### src/rtl/multicycle_control_pkg.sv
// multicycle_control_pkg: state, opcode, funct and ALU control encodings shared by the controller and ALU
package multicycle_control_pkg;
  localparam int STATE_W = 4;
  typedef enum logic [STATE_W-1:0] {
    S_FETCH     = 4'd0,
    S_DECODE    = 4'd1,
    S_MEM_ADDR  = 4'd2,
    S_MEM_READ  = 4'd3,
    S_MEM_WB    = 4'd4,
    S_MEM_WRITE = 4'd5,
    S_EXECUTE   = 4'd6,
    S_ALU_WB    = 4'd7,
    S_BRANCH    = 4'd8,
    S_JUMP      = 4'd9
  } state_t;
  typedef enum logic [1:0] {ALUOP_ADD = 2'b00, ALUOP_SUB = 2'b01, ALUOP_FUNCT = 2'b10} alu_op_t;
  localparam logic [5:0] OP_RTYPE = 6'b000000;
  localparam logic [5:0] OP_LW    = 6'b100011;
  localparam logic [5:0] OP_SW    = 6'b101011;
  localparam logic [5:0] OP_BEQ   = 6'b000100;
  localparam logic [5:0] OP_J     = 6'b000010;
  localparam logic [5:0] F_ADD = 6'b100000;
  localparam logic [5:0] F_SUB = 6'b100010;
  localparam logic [5:0] F_AND = 6'b100100;
  localparam logic [5:0] F_OR  = 6'b100101;
  localparam logic [5:0] F_SLT = 6'b101010;
  localparam logic [2:0] ALU_AND = 3'b000;
  localparam logic [2:0] ALU_OR  = 3'b001;
  localparam logic [2:0] ALU_ADD = 3'b010;
  localparam logic [2:0] ALU_SUB = 3'b110;
  localparam logic [2:0] ALU_SLT = 3'b111;
endpackage

### src/rtl/multicycle_control_alu_decoder.sv
// alu_decoder: maps the controller's alu_op and the instruction funct field to an ALU control code
module alu_decoder
  import multicycle_control_pkg::*;
(
  input  logic [1:0] i_alu_op,
  input  logic [5:0] i_funct,
  output logic [2:0] o_alu_control,
  output logic       o_funct_illegal
);
  always_comb begin
    o_alu_control   = ALU_ADD;
    o_funct_illegal = 1'b0;
    if (i_alu_op == ALUOP_SUB) o_alu_control = ALU_SUB;
    else if (i_alu_op == ALUOP_FUNCT) begin
      case (i_funct)
        F_ADD:   o_alu_control = ALU_ADD;
        F_SUB:   o_alu_control = ALU_SUB;
        F_AND:   o_alu_control = ALU_AND;
        F_OR:    o_alu_control = ALU_OR;
        F_SLT:   o_alu_control = ALU_SLT;
        default: o_funct_illegal = 1'b1;
      endcase
    end
  end
endmodule

### src/rtl/multicycle_control.sv
// multicycle_control: Moore main controller sequencing lw/sw/R-type/beq/j through the multicycle datapath
module multicycle_control
  import multicycle_control_pkg::*;
#(
  parameter int STATE_W = 4
) (
  input  logic               clk,
  input  logic               rst_n,
  input  logic [5:0]         opcode,
  input  logic [5:0]         funct,
  input  logic               zero,
  output logic [2:0]         alu_control,
  output logic               alu_src_a,
  output logic [1:0]         alu_src_b,
  output logic               iord,
  output logic               mem_read,
  output logic               mem_write,
  output logic               ir_write,
  output logic               reg_write,
  output logic               reg_dst,
  output logic               mem_to_reg,
  output logic               pc_write,
  output logic               pc_write_cond,
  output logic [1:0]         pc_source,
  output logic               instr_done,
  output logic               illegal_op,
  output logic [STATE_W-1:0] state
);
  state_t     r_state, w_next;
  alu_op_t    w_alu_op;
  logic       w_funct_illegal;
  // zero is consumed by the datapath (pc_write_cond & zero), not by the sequencing here
  logic       w_unused_zero;
  assign w_unused_zero = zero;
  alu_decoder u_alu_decoder (
    .i_alu_op       (w_alu_op),
    .i_funct        (funct),
    .o_alu_control  (alu_control),
    .o_funct_illegal(w_funct_illegal)
  );
  always_ff @(posedge clk or negedge rst_n)
    if (!rst_n) r_state <= S_FETCH;
    else r_state <= w_next;
  always_comb begin
    w_next        = S_FETCH;
    w_alu_op      = ALUOP_ADD;
    alu_src_a     = 1'b0;
    alu_src_b     = 2'b00;
    iord          = 1'b0;
    mem_read      = 1'b0;
    mem_write     = 1'b0;
    ir_write      = 1'b0;
    reg_write     = 1'b0;
    reg_dst       = 1'b0;
    mem_to_reg    = 1'b0;
    pc_write      = 1'b0;
    pc_write_cond = 1'b0;
    pc_source     = 2'b00;
    instr_done    = 1'b0;
    illegal_op    = 1'b0;
    // outputs stay quiet for the whole time reset is held, even though the state already reads FETCH
    if (rst_n) begin
      case (r_state)
        S_FETCH: begin
          mem_read  = 1'b1;
          ir_write  = 1'b1;
          alu_src_b = 2'b01;
          pc_write  = 1'b1;
          w_next    = S_DECODE;
        end
        S_DECODE: begin
          alu_src_b = 2'b11;
          case (opcode)
            OP_LW, OP_SW: w_next = S_MEM_ADDR;
            OP_RTYPE:     w_next = S_EXECUTE;
            OP_BEQ:       w_next = S_BRANCH;
            OP_J:         w_next = S_JUMP;
            default:      illegal_op = 1'b1;
          endcase
        end
        S_MEM_ADDR: begin
          alu_src_a = 1'b1;
          alu_src_b = 2'b10;
          w_next    = (opcode == OP_LW) ? S_MEM_READ : S_MEM_WRITE;
        end
        S_MEM_READ: begin
          iord     = 1'b1;
          mem_read = 1'b1;
          w_next   = S_MEM_WB;
        end
        S_MEM_WB: begin
          reg_write  = 1'b1;
          mem_to_reg = 1'b1;
          instr_done = 1'b1;
        end
        S_MEM_WRITE: begin
          iord       = 1'b1;
          mem_write  = 1'b1;
          instr_done = 1'b1;
        end
        S_EXECUTE: begin
          alu_src_a  = 1'b1;
          w_alu_op   = ALUOP_FUNCT;
          illegal_op = w_funct_illegal;
          w_next     = w_funct_illegal ? S_FETCH : S_ALU_WB;
        end
        S_ALU_WB: begin
          reg_write  = 1'b1;
          reg_dst    = 1'b1;
          instr_done = 1'b1;
        end
        S_BRANCH: begin
          alu_src_a     = 1'b1;
          w_alu_op      = ALUOP_SUB;
          pc_write_cond = 1'b1;
          pc_source     = 2'b01;
          instr_done    = 1'b1;
        end
        S_JUMP: begin
          pc_write   = 1'b1;
          pc_source  = 2'b10;
          instr_done = 1'b1;
        end
        default: w_next = S_FETCH;
      endcase
    end
  end
  assign state = STATE_W'(r_state);
endmodule

### config.mk
export PLATFORM = sky130hd
export DESIGN_NAME = multicycle_control
export DESIGN_NICKNAME = d
export VERILOG_FILES = /design/src/rtl/multicycle_control_pkg.sv /design/src/rtl/multicycle_control_alu_decoder.sv /design/src/rtl/multicycle_control.sv
export SDC_FILE = /design/constraint.sdc
export NUM_CORES = 1
export LEC_CHECK = 0
export ABC_AREA = 0
export BUFFER_PORTS_ARGS = -buffer_cell sky130_fd_sc_hd__buf_4
export CAP_MARGIN = 10
export CORE_MARGIN = 4
export CORE_UTILIZATION = 36
export DETAILED_ROUTE_END_ITERATION = 10
export PLACE_DENSITY = 0.82
export SKIP_CTS_REPAIR_TIMING = 1
export SYNTH_ARGS = -nofsm -noshare
export SYNTH_HDL_FRONTEND = slang
export SYNTH_SLANG_ARGS = --single-unit
### constraint.sdc
create_clock -name clk -period 1.9 [get_ports clk]
set_clock_uncertainty 0.2 [all_clocks]
set_input_delay 0.38 -clock clk [delete_from_list [all_inputs] [get_ports clk]]
set_output_delay 0.38 -clock clk [all_outputs]
set_load 0.03 [all_outputs]
### Word level (Yosys, flattened, before mapping)

Index checks and enable logic that the tools add are counted.

* register bits after elaboration: 4
* input port bits: 15
* output and inout port bits: 23
* logic and storage cells: 74

* eq/ne operators: 20
* multiplexer cells: 42
* reductions and logical operators: 11

Operator list (count)
* $eq 6x6->1 const B: 7
* $mux 1: 27
* $pmux 4 s5: 1
* $eq 4x3->1 const B: 4
* $pmux 4 s4: 1
* $reduce_or 5->1: 3
* $mux 3: 4
* $pmux 3 s4: 1
* $reduce_or 2->1: 5
* $eq 4x2->1 const B: 2
* $eq 4x4->1 const B: 2
* $pmux 2 s2: 2
* $eq 6x2->1 const B: 1
* $eq 6x3->1 const B: 1
* $logic_not 6->1: 1
* $mux 2: 3
* $pmux 2 s3: 1
* $eq 4x1->1 const B: 1
* $logic_not 4->1: 1
* $mux 4: 1
* $reduce_or 3->1: 1
* $eq 2x1->1 const B: 1
* $eq 2x2->1 const B: 1
* $pmux 1 s2: 1

### Longest topological paths before layout

Gate-level depths: netlist (run 1).

* depth in word-level cells: 9
* gate-level depth with buffers: 5
* gate-level depth less buffers: 4

### Cells and area by module

Synthesis (run 1) repeated with hierarchy kept, for this count alone.

* cell total of the unflattened synthesis: 78
* area total of the unflattened synthesis: 555.5 um2

Modules (own cells, without submodules)
* multicycle_control: times used 1, cells each 65, area an instance 450.4 um2, sequential area each 100.1 um2
* alu_decoder: times used 1, cells each 13, area an instance 105.1 um2, sequential area each 0.0 um2

### Worst setup path before layout (run 1)

OpenSTA, ideal clock, no wires.

* path type: flip-flop to output port
* from: register r_state[0] (netlist: state[0])
* to: output instr_done
* arrival: 2.071 ns
* data required time: 1.320 ns
* setup slack: -0.751 ns
* cell stages (with the launch flop): 5
* buffers on the path: 1
* path through: dfrtp_1 -> buf_6 -> and2b_2 -> or3b_2 -> a21boi_0

* cells in the longest elaborated chain, start to end: 4
* elaborated cells on any way between the ends: 8
* those cells by class: eq/ne: 5; mux: 2; reduce/logical: 1

Ends and longest elaborated chain
* start, declared: RTL line multicycle_control.sv:29 `state_t r_state, w_next;`
* start signal, assigned: RTL line multicycle_control.sv:43 `else r_state <= w_next;`
* $eq 4x4->1 or $eq 4x3->1 (tied branches): RTL line multicycle_control.sv:63 `case (r_state)`
* $reduce_or 5->1 (no source line) *
* $mux 1 *: RTL line multicycle_control.sv:63
* $mux 1 *: RTL line multicycle_control.sv:62 `if (rst_n) begin`
* end, declared: RTL line multicycle_control.sv:25 `output logic instr_done,`

Every way passes the cells marked *; elsewhere a longest branch is shown, timed or not.

### Worst setup path in the final report (run 1)

* from: register r_state[0] (netlist: state[0])
* to: output alu_control[1]

* cells in the longest elaborated chain, start to end: 6
* elaborated cells on any way between the ends: 8
* those cells by class: eq/ne: 4; mux: 4

Ends and longest elaborated chain
* $eq 4x4->1 or $eq 4x3->1 (tied branches): RTL line multicycle_control.sv:63
* $pmux 2 s2 *: RTL line multicycle_control.sv:63
* $mux 2 *: RTL line multicycle_control.sv:62
* $eq 2x2->1: RTL line multicycle_control_alu_decoder.sv:14 `else if (i_alu_op == ALUOP_FUNCT) begin`
* $mux 3: RTL line multicycle_control_alu_decoder.sv:14
* $mux 3 *: RTL line multicycle_control_alu_decoder.sv:13 `if (i_alu_op == ALUOP_SUB) o_alu_control = ALU_SUB;`
* end, declared: RTL line multicycle_control.sv:12 `output logic [2:0] alu_control,`

Marked as above.

==> flow_metrics.py, run 1 <==
metrics = {
    "logic_synthesis": {
        "ys_top_cells_by_count": "11 x nor2_1, 8 x nand2_1, 6 x nor3_1",
        "syn_area_per_cell_sq_um": 7.11,
        "yosysTopAreaCellShare_pct": 18.1,
        "yosysWarnings": 0,
        "netlist_instances": 78,
        "ys_seq_elements": 4,
        "synth.distinct_cells": 35,
        "synth.most_common_cell": "nor2_1",
        "ys.flop_type": "dfrtp_1",
        "synth.largest_area_cell": "dfrtp_1",
        "synth_area_leaders": "dfrtp_1 18%, nor2_1 7.4%, nor3_1 5.4%",
        "netlist_area_sq_um": 554,
        "syn_nets": 93,
        "ys_async_sr_fraction_pct": 100,
        "yosysSeqAreaShare_pct": 18.1,
        "synth_edf_count": 0,
    },
    "worst_setup_path": {
        "cp_top_family": "simple AND/OR/NAND/NOR gates",
        "end_kind": "primary output",
        "crit_buf_inv": 1,
        "crit_slowest_cell": "or4b_4",
        "worst_path_largest_cell_delay_ns": 0.49,
        "start_kind": "flop",
        "path_class": "reg2out",
        "cp_data_required_time_ns": 1.32,
        "cp.arrival_ns": 1.83,
        "critPathMaxFanout": 3,
        "path_cells": "nand2b_4 -> nor3_4 -> nand3_2 -> or4b_4 -> buf_6",
    },
    "power_and_ir_drop": {
        "seqPwrFrac_pct": 20.5,
        "swShare_pct": 40.8,
        "p_leak_nw": 0.570,
        "internal_power_w": 0.000260,
        "clock_power_share_pct": 29.3,
        "p_per_area_nw_per_um2": 329,
        "power_frac_comb_pct": 50.2,
        "irDropWorstVdd_v": 0.000460,
        "net-switching-power_w": 0.000179,
    },
    "clock_tree": {
        "clock-root-buffer": "clkbuf_4",
        "cts_made_buffers": 3,
        "clk_latency_ns": 0.26,
        "clock_sinks": 4,
        "cts_tree": "done",
        "cts_buffer_depth": 2,
        "cts.reportedPaths.clkPinSlew_ns": 0.06,
        "htreeDepth": 1,
    },
    "layout": {
        "largest_register_ffs": 4,
        "drive_gt1_share_pct": 75.7,
        "fin_cells": 155,
        "multi_input_area_sq_um": 617,
        "n_fill_cell": 25,
        "diodes": 0,
        "seq_area_sq_um": 105,
        "fin_nets": 157,
        "postLayoutCellArea_sq_um": 1340,
        "syn_to_final_growth_pct": 141,
    },
    "floorplanning": {
        "initial_core_util_pct": 40.1,
        "core_area_sq_um": 1380,
        "chipWidth_um": 47.2,
        "die_h_um": 47.2,
        "dieArea_sq_um": 2230,
        "pin_count": 38,
        "row_count": 13,
    },
    "timing": {
        "worst_pin_slew_ns": 0.439,
        "post-route-period-util_pct": 127,
        "setup_ws_ns": -0.512,
        "slew_viol_final": 0,
        "finalHoldViolations": 0,
        "max_freq_ghz": 0.415,
        "maxSlewHeadroom_pct": 70.4,
        "setup_viol": 18,
        "rsz0062_at_grt": "true",
        "period_minus_slack_ns": 2.41,
    },
    "route": {
        "ant_nets": 0,
        "drt_iter0_markers": 51,
        "drc_errors": 0,
        "vias_per_cell": 6.95,
        "wl_per_cell_um": 26.2,
        "num_vias": 1077,
        "detail_route.first_pass.iterations": 4,
        "wl_um": 4060,
    },
    "grt": {
        "grt-ovfl-total": 0,
        "grt_antenna_before_repair": 0,
        "grt_pass1_vias": 808,
        "grt_first_pass_wirelength_um": 3340,
        "track_usage_pct": 20.6,
        "grt_start_max_net_pins": 11,
    },
    "run": {
        "maxCapViolCount": 0,
    },
    "run_status": {
        "violations": "setup timing",
        "outcome": "complete, but fails checks",
    },
    "placed_design": {
        "io_buffer_count": 36,
        "dp_hpwl_um": 1710,
        "dp.cells": 144,
        "place_congestion": 0.905,
        "postPlaceCellArea_sq_um": 1030,
    },
    "worst_hold_path": {
        "hp-class": "in2reg",
    },
}
[worst paths after layout]
path	end	slack, ns	cells after the start	startpoint
setup / recovery	alu_control[1]	-0.51	5	state[0]
hold / removal	state[3]	0.25	3	opcode[4]
setup reg to reg	state[2]	0.05	6	state[0]
hold reg to reg	state[0]	0.65	3	state[3]
max in group asynchronous	state[3]	0.65	4	rst_n
min in group asynchronous	state[0]	0.60	4	rst_n
[power by group through the flow]
stage	combinational, W	clock, W	sequential, W
after floorplan	0.0000739	0	0.0000948
after global placement	0.000145	0	0.0000913
after detailed placement	0.000151	0	0.0000915
after CTS	0.000151	0.000110	0.0000905
after global routing	0.000227	0.000138	0.0000901
final	0.000221	0.000129	0.0000900
[area by class of cell]
class	instances	share of cell area [%]
multi-input cells	66	46.2
repair buffers	64	42.0
flip-flops and latches	4	7.87
clock buffers	3	1.69
well taps	15	1.40
inverters	3	0.843
[worst reg2reg max path: cells and delay by family, from the launching register on]
kind / cells / cell delay, ns
buf+inv: 3 / 0.36
flops: 1 / 0.38
simple gates: 1 / 0.44
compound gates: 2 / 0.33
[placed cells by master, fill, tap and decap left out, types with 4 or more instances in the layout]
cell	instances
nor2_4	7
buf_6	19
buf_4	43
dfrtp_2	4
nand2_1	5
[logic make-up (layout without fill, tap and decap cells)]
family | after synthesis | in the layout | synth area share [%]
AO/OA/AOI/OAI | 14 | 14 | 17.8
AND/OR/NAND/NOR | 49 | 49 | 51.0
XOR/XNOR | 2 | 2 | 3.16
multiplexers | 1 | 1 | 1.81
flip-flops | 4 | 4 | 18.1
buffers and inverters | 8 | 70 | 8.13
[stage by stage]
stage	worst slack (ns)	setup TNS (ns)	utilization (%)	power (W)	hold slack (ns)
floorplan	-0.272	-1.41	-	0.000169	-0.116
global placement	-0.173	-0.826	74.5	0.000237	0.194
detailed placement	-0.193	-1.04	74.5	0.000242	0.204
CTS	-0.455	-5.00	76.1	0.000351	-0.0509
global route	-0.640	-4.53	96.7	0.000454	0.257
finish	-0.512	-3.44	96.7	0.000439	0.251
[routing by layer]
metal  part of all wire, %  up-vias  track usage, %
met3                    15       58            4.98
met1                    29      475            23.2
met2                    45      135            38.5
li1                      -      409               -
met5                     0        -               0
met4                    10        0            4.42
No activity file was read; power rests on OpenSTA's default activity.
==> run 2: changes to the inputs <==
Settings changed: SYNTH_HIERARCHICAL from default to 1.
==> run 2 against run 1 <==
Net effect:
- synthesized cell count is the same
- synthesized area grew 0.23%
- the run now fails in global routing
==> flow_metrics.py, run 2 <==
metrics = {
    "floorplanning": {
        "pin_count": 38,
        "row_count": 13,
        "die_h_um": 47.3,
        "chipWidth_um": 47.3,
        "initial_core_util_pct": 40.2,
    },
    "logic_synthesis": {
        "ys_async_sr_fraction_pct": 100,
        "netlist_area_sq_um": 556,
        "yosysSeqAreaShare_pct": 18.0,
        "yosysTopAreaCellShare_pct": 18.0,
        "synth_edf_count": 0,
        "syn_nets": 93,
        "netlist_instances": 78,
        "yosysWarnings": 6,
        "ys.flop_type": "dfrtp_1",
        "ys_seq_elements": 4,
        "synth.distinct_cells": 35,
        "synth.largest_area_cell": "dfrtp_1",
        "synth.most_common_cell": "nor2_1",
        "syn_area_per_cell_sq_um": 7.12,
        "synth_area_leaders": "dfrtp_1 18%, nor2_1 8.1%, nor3_1 5.4%",
        "ys_top_cells_by_count": "12 x nor2_1, 7 x nand2_1, 6 x nor3_1",
    },
    "clock_tree": {
        "htreeDepth": 1,
        "clock-root-buffer": "clkbuf_4",
        "cts_buffer_depth": 2,
        "cts_made_buffers": 3,
        "clock_sinks": 4,
    },
    "placed_design": {
        "dp.cells": 151,
        "place_congestion": 0.901,
        "io_buffer_count": 36,
        "dp_hpwl_um": 1870,
    },
    "run_status": {
        "outcome": "aborted with a tool error",
        "stop_stage": "global routing",
        "error": "[ERROR DPL-0038] Utilization greater than 100%, impossible to legalize",
    },
    "grt": {
        "grt_start_max_net_pins": 12,
    },
    "timing": {
        "grt-worst-endpoint": "alu_control[2]",
        "worst_endpoint_kind": "output port",
    },
}
==> run 2: metrics by stage <==
stage,util (%),worst slack [ns],area (sq um),setup TNS [ns],hold slack [ns]
after detailed placement,77.6,-0.312,1070,-1.22,0.0938
after floorplan,-,-0.165,617,-0.765,-0.116
after global placement,77.6,-0.311,1070,-0.925,0.0862
after CTS,79.3,-0.399,1100,-3.34,-0.160
==> run 2: cells by family after synthesis <==
family | Yosys count | share of synthesized area, %
buffers and inverters | 6 | 4.96
AOI/OAI and AO/OA | 15 | 19.4
muxes | 1 | 1.80
DFF | 4 | 18.0
xor gates and xnor gates | 2 | 3.15
and+or+nand+nor | 50 | 52.7
==> run 3: changes to the inputs <==
Settings changed: CORE_AREA from default to 4 4 65 67, CORE_MARGIN 4 to default, CORE_UTILIZATION 36 to default, DIE_AREA from default to 0 0 69 71, PLACE_DENSITY 0.82 to default, PLACE_DENSITY_LB_ADDON from default to 0.15.
Clock period 1.9 ns to 2.45 ns, I/O delays scaled along.
==> run 3 against run 2 <==
Net effect:
- synthesized cell count did not move
- synthesized area unchanged
- the run now ends clean
==> flow_metrics.py, run 3 <==
metrics = {
    "run_status": {
        "outcome": "finished clean",
    },
    "timing": {
        "max_freq_ghz": 0.414,
        "slew_viol_final": 0,
        "finalHoldViolations": 0,
        "rsz0062_at_grt": "false",
        "maxSlewHeadroom_pct": 68.1,
        "period_minus_slack_ns": 2.41,
        "post-route-period-util_pct": 98.6,
        "setup_viol": 0,
        "setup_ws_ns": 0.0355,
        "worst_pin_slew_ns": 0.472,
    },
    "logic_synthesis": {
        "synth.largest_area_cell": "dfrtp_1",
        "netlist_area_sq_um": 556,
        "synth.most_common_cell": "nor2_1",
        "yosysSeqAreaShare_pct": 18.0,
        "netlist_instances": 78,
        "ys.flop_type": "dfrtp_1",
        "syn_nets": 93,
        "synthMuxAreaShare_pct": 1.80,
        "synth_xor_area_share_pct": 3.15,
        "synth.distinct_cells": 35,
        "syn_area_per_cell_sq_um": 7.12,
        "synth_area_leaders": "dfrtp_1 18%, nor2_1 8.1%, nor3_1 5.4%",
        "synth_compound_area_share_pct": 19.4,
        "ys_top_cells_by_count": "12 x nor2_1, 7 x nand2_1, 6 x nor3_1",
        "synth_top_family_by_area": "simple AND/OR/NAND/NOR gates",
        "synth_edf_count": 0,
        "ys_seq_elements": 4,
        "ys_async_sr_fraction_pct": 100,
        "yosysTopAreaCellShare_pct": 18.0,
        "yosysWarnings": 6,
        "synth-simple-area-share_pct": 52.7,
        "synthAdderAreaFrac_pct": 0,
    },
    "layout": {
        "fin_nets": 150,
        "drive_gt1_share_pct": 54.1,
        "final_common_cell": "buf_4",
        "diodes": 0,
        "syn_to_final_growth_pct": 101,
        "fin_util_pct": 30.7,
        "final_cell_mix": "52 x buf_4, 11 x nor2_1, 7 x nand2_1, 4 x nand2b_1",
        "fin_cells": 181,
        "n_fill_cell": 407,
        "largest_register_ffs": 4,
    },
    "grt": {
        "grt_pass1_vias": 769,
        "busiest_layer": "met2",
        "grt_use_met2_pct": 14.4,
        "track_usage_pct": 8.13,
        "met3_usage_pct": 1.14,
        "grt-ovfl-total": 0,
        "grt_use_met1_pct": 9.60,
        "grt_first_pass_wirelength_um": 3370,
        "grt_antenna_before_repair": 0,
        "grt_start_max_net_pins": 13,
    },
    "worst_hold_path": {
        "hold_depth": 3,
        "hp-class": "in2reg",
    },
    "floorplanning": {
        "pin_count": 38,
        "initial_core_util_pct": 15.3,
        "row_count": 22,
        "chipWidth_um": 69,
        "die_h_um": 71,
        "core_area_sq_um": 3630,
        "dieArea_sq_um": 4900,
    },
    "worst_setup_path": {
        "reg2regPathDepth": 9,
        "path_common_cell": "or3_4",
        "cp_data_required_time_ns": 1.76,
        "crit_slowest_cell": "or3_4",
        "cp.arrival_ns": 1.72,
        "path_class": "in2out",
        "start_kind": "input pin",
        "path_cells": "buf_4 -> or3_4 -> or3_4 -> a32o_2 -> buf_6",
        "worst_path_largest_cell_delay_ns": 0.37,
        "end_kind": "primary output",
        "critPathMaxFanout": 2,
    },
    "clock_tree": {
        "clock_sinks": 4,
        "clk_latency_ns": 0.22,
        "cts_buffer_depth": 2,
        "clock-root-buffer": "clkbuf_8",
        "cts.reportedPaths.clkPinSlew_ns": 0.03,
        "htreeDepth": 1,
        "cts_tree": "done",
        "cts_made_buffers": 3,
    },
    "power_and_ir_drop": {
        "p_per_area_nw_per_um2": 288,
        "irDropWorstVdd_v": 0.0000864,
        "p_leak_nw": 0.535,
    },
    "placed_design": {
        "io_buffer_count": 36,
        "place_congestion": 0.831,
        "dp_hpwl_um": 1760,
        "dpl_worst_slack_ns": -0.0288,
        "dp.cells": 174,
    },
    "route": {
        "drt_iter0_markers": 14,
        "drc_errors": 0,
        "wl_per_cell_um": 11.6,
        "detail_route.first_pass.iterations": 4,
        "ant_nets": 0,
        "num_vias": 782,
        "wl_um": 2110,
        "vias_per_cell": 4.32,
    },
    "run": {
        "maxCapViolCount": 0,
    },
}
## run 3: cell counts after synthesis
Identical to the previous run, type by type.
## run 3: worst paths after layout
| kind | endpoint | from | slack, ns |
|---|---|---|---|
| min in group asynchronous | state[2] | rst_n | 0.57 |
| worst max-delay path | illegal_op | opcode[3] | 0.04 |
| worst min-delay path | state[0] | opcode[1] | 0.40 |
| worst min register to register | state[3] | state[0] | 0.56 |
| max in group asynchronous | state[1] | rst_n | 1.38 |
| worst max register to register | state[0] | state[2] | 0.42 |
## run 3: where the power goes
group          total (W)  internal, W  switching (W)
Sequential     0.0000694    0.0000682     0.00000124
Clock           0.000137     0.000105      0.0000328
Combinational   0.000114    0.0000551      0.0000592
## run 3: critical path: cells and delay by family
| family | cells | cell delay (ns) |
|---|---|---|
| compound gates | 1 | 0.26 |
| buf+inv | 2 | 0.25 |
| simple gates | 2 | 0.73 |
## run 3: per-layer routing
| layer | wire length [um] | vias up |
|---|---|---|
| met3 | 97 | 2 |
| li1 | - | 395 |
| met2 | 1040 | 23 |
| met5 | 0 | - |
| met4 | 19 | 0 |
| met1 | 950 | 362 |
## run 3: stage by stage
step	setup TNS (ns)	total power, W	hold WS (ns)	cell area, sq um
final	0	0.000321	0.400	1120
after global routing	0	0.000342	0.429	1120
after CTS	-0.0891	0.000319	-0.0361	1040
after detailed placement	-0.0288	0.000179	0.192	997
after global placement	-0.0191	0.000179	0.192	997
after floorplan	0	0.000122	-0.00559	568
## run 3: layout make-up
type                    count  area (sq um)  area share (%)
well taps                  48          60.1            5.38
repair buffers             56           434            38.9
inverters                   2          7.51           0.673
clock buffers               3          41.3            3.70
multi-input cells          68           472            42.3
flip-flops and latches      4           101            9.08
## run 3: logic make-up (layout without fill, tap and decap cells)
group | count (synthesis) | count (layout)
AND/OR/NAND/NOR | 50 | 50
AO/OA/AOI/OAI | 15 | 15
XOR/XNOR | 2 | 2
buffers and inverters | 6 | 61
flip-flops | 4 | 4
multiplexers | 1 | 1
==> run 4: changes to the inputs <==
Settings changed: CORE_AREA 4 4 65 67 to 2 2 63 65, DIE_AREA 0 0 69 71 to 0 0 65 67, SYNTH_HIERARCHICAL 1 to default.
==> run 4 against run 3 <==
Net effect:
- worst setup slack better by 0.040 ns
- routed wire length down 7.6%
- final area decreased by 14%
- via count decreased by 6.5%
- combinational power decreased by 9.6%
- critical path depth unchanged
- hold slack got worse by 0.39 ns
- total power decreased by 2.8%
- core utilization shrank 4.0 points
- maximum frequency increased by 1.7%
- sequential share of layout area up 1.3 points
- clock-buffer cell count did not move
- critical path type is now reg2out
- largest cell class unchanged
==> flow_metrics.py, run 4 (synthesized netlist as in run 1, its figures left out) <==
metrics = {
    "power_and_ir_drop": {
        "irDropWorstVdd_v": 0.0000915,
        "p_per_area_nw_per_um2": 323,
        "p_leak_nw": 0.435,
    },
    "worst_setup_path": {
        "critPathMaxFanout": 3,
        "cp_data_required_time_ns": 1.76,
        "cp-startpoint": "state[0]",
        "r2r-start": "state[3]",
        "start_kind": "flop",
        "path_class": "reg2out",
        "cp.arrival_ns": 1.69,
        "end_kind": "primary output",
        "reg2regPathDepth": 4,
    },
    "route": {
        "num_vias": 731,
        "detail_route.first_pass.iterations": 4,
        "ant_nets": 0,
        "wl_um": 1950,
        "vias_per_cell": 4.35,
        "wl_per_cell_um": 11.6,
        "drt_iter0_markers": 32,
        "drc_errors": 0,
    },
    "layout": {
        "diodes": 0,
        "multi_input_area_sq_um": 418,
        "seq_area_sq_um": 100,
        "largest_register_ffs": 4,
        "fin_util_pct": 26.8,
        "final_common_cell": "buf_4",
        "fin_nets": 137,
        "final_cell_mix": "43 x buf_4, 9 x nor2_1, 8 x nand2_1, 6 x nor3_1, 5 x a21oi_1",
        "drive_gt1_share_pct": 47.5,
        "n_fill_cell": 405,
        "syn_to_final_growth_pct": 74.0,
        "fin_cells": 168,
    },
    "grt": {
        "grt_antenna_before_repair": 0,
        "grt_pass1_vias": 708,
        "grt_first_pass_wirelength_um": 3200,
        "grt_start_max_net_pins": 10,
        "grt-ovfl-total": 0,
        "track_usage_pct": 9.74,
    },
    "timing": {
        "setup_viol": 0,
        "period_minus_slack_ns": 2.38,
        "post-route-period-util_pct": 96.9,
        "maxSlewHeadroom_pct": 79.8,
        "finalHoldViolations": 0,
        "rsz0062_at_grt": "false",
        "final.setup.tns_ns": 0,
        "hold_ws_ns": 0.00550,
        "slew_viol_final": 0,
        "worst_pin_slew_ns": 0.298,
        "max_freq_ghz": 0.421,
    },
    "clock_tree": {
        "cts.reportedPaths.clkPinSlew_ns": 0.03,
        "htreeDepth": 1,
        "cts_buffer_depth": 2,
        "cts_made_buffers": 3,
        "clk_latency_ns": 0.22,
        "clock_sinks": 4,
        "clock-root-buffer": "clkbuf_8",
        "cts_tree": "done",
    },
    "floorplanning": {
        "core_area_sq_um": 3610,
        "die_h_um": 67,
        "row_count": 22,
        "dieArea_sq_um": 4360,
        "pin_count": 38,
        "initial_core_util_pct": 15.4,
        "chipWidth_um": 65,
    },
    "worst_hold_path": {
        "hp-class": "in2async",
    },
    "placed_design": {
        "io_buffer_count": 36,
        "dp.cells": 164,
        "dp_hpwl_um": 1600,
        "place_congestion": 0.747,
    },
    "run": {
        "maxCapViolCount": 0,
    },
    "run_status": {
        "outcome": "finished clean",
    },
}
[run 4: final cells by class]
cell class	count	share of cell area (%)
clock buffer	3	4.28
inverter	3	1.17
multi-input combinational	66	43.3
sequential	4	10.4
tap	48	6.23
timing repair buffer	44	34.6
[run 4: worst max-delay path, cell delays in order, from the launching register on]
cell and delay, ns:
dfrtp_1 0.37, nand2b_4 0.17, nor3_4 0.20, nand3_2 0.10
or4b_1 0.48, buf_6 0.16
[run 4: stage by stage]
step	instance area, sq um	worst slack [ns]	power [W]
after global placement	910	0.112	0.000172
after CTS	951	0.0232	0.000314
after floorplan	561	-0.0241	0.000125
after detailed placement	910	0.130	0.000172
after global routing	965	0.00251	0.000333
final	965	0.0750	0.000312
[run 4: final timing paths]
check | end | slack [ns]
min in group clk | state[0] | 0.39
min reg2reg | state[2] | 0.47
min | state[1] | 0.006
max reg2reg | state[2] | 0.94
max | alu_control[1] | 0.07
max in group asynchronous | state[0] | 1.93
[run 4: layer usage]
layer	vias to the layer above	part of all wire, %	track usage, %
met5	-	0	0
met4	0	1.1	6.38
met3	2	7.2	1.69
met2	28	50	16.0
met1	337	42	11.6
li1	364	-	-
[run 4: where the power goes]
group / internal [W] / switching [W]
Sequential: 0.0000681 / 0.00000117
Combinational: 0.0000460 / 0.0000574
Clock: 0.000105 / 0.0000345
Total: 0.000219 / 0.0000931
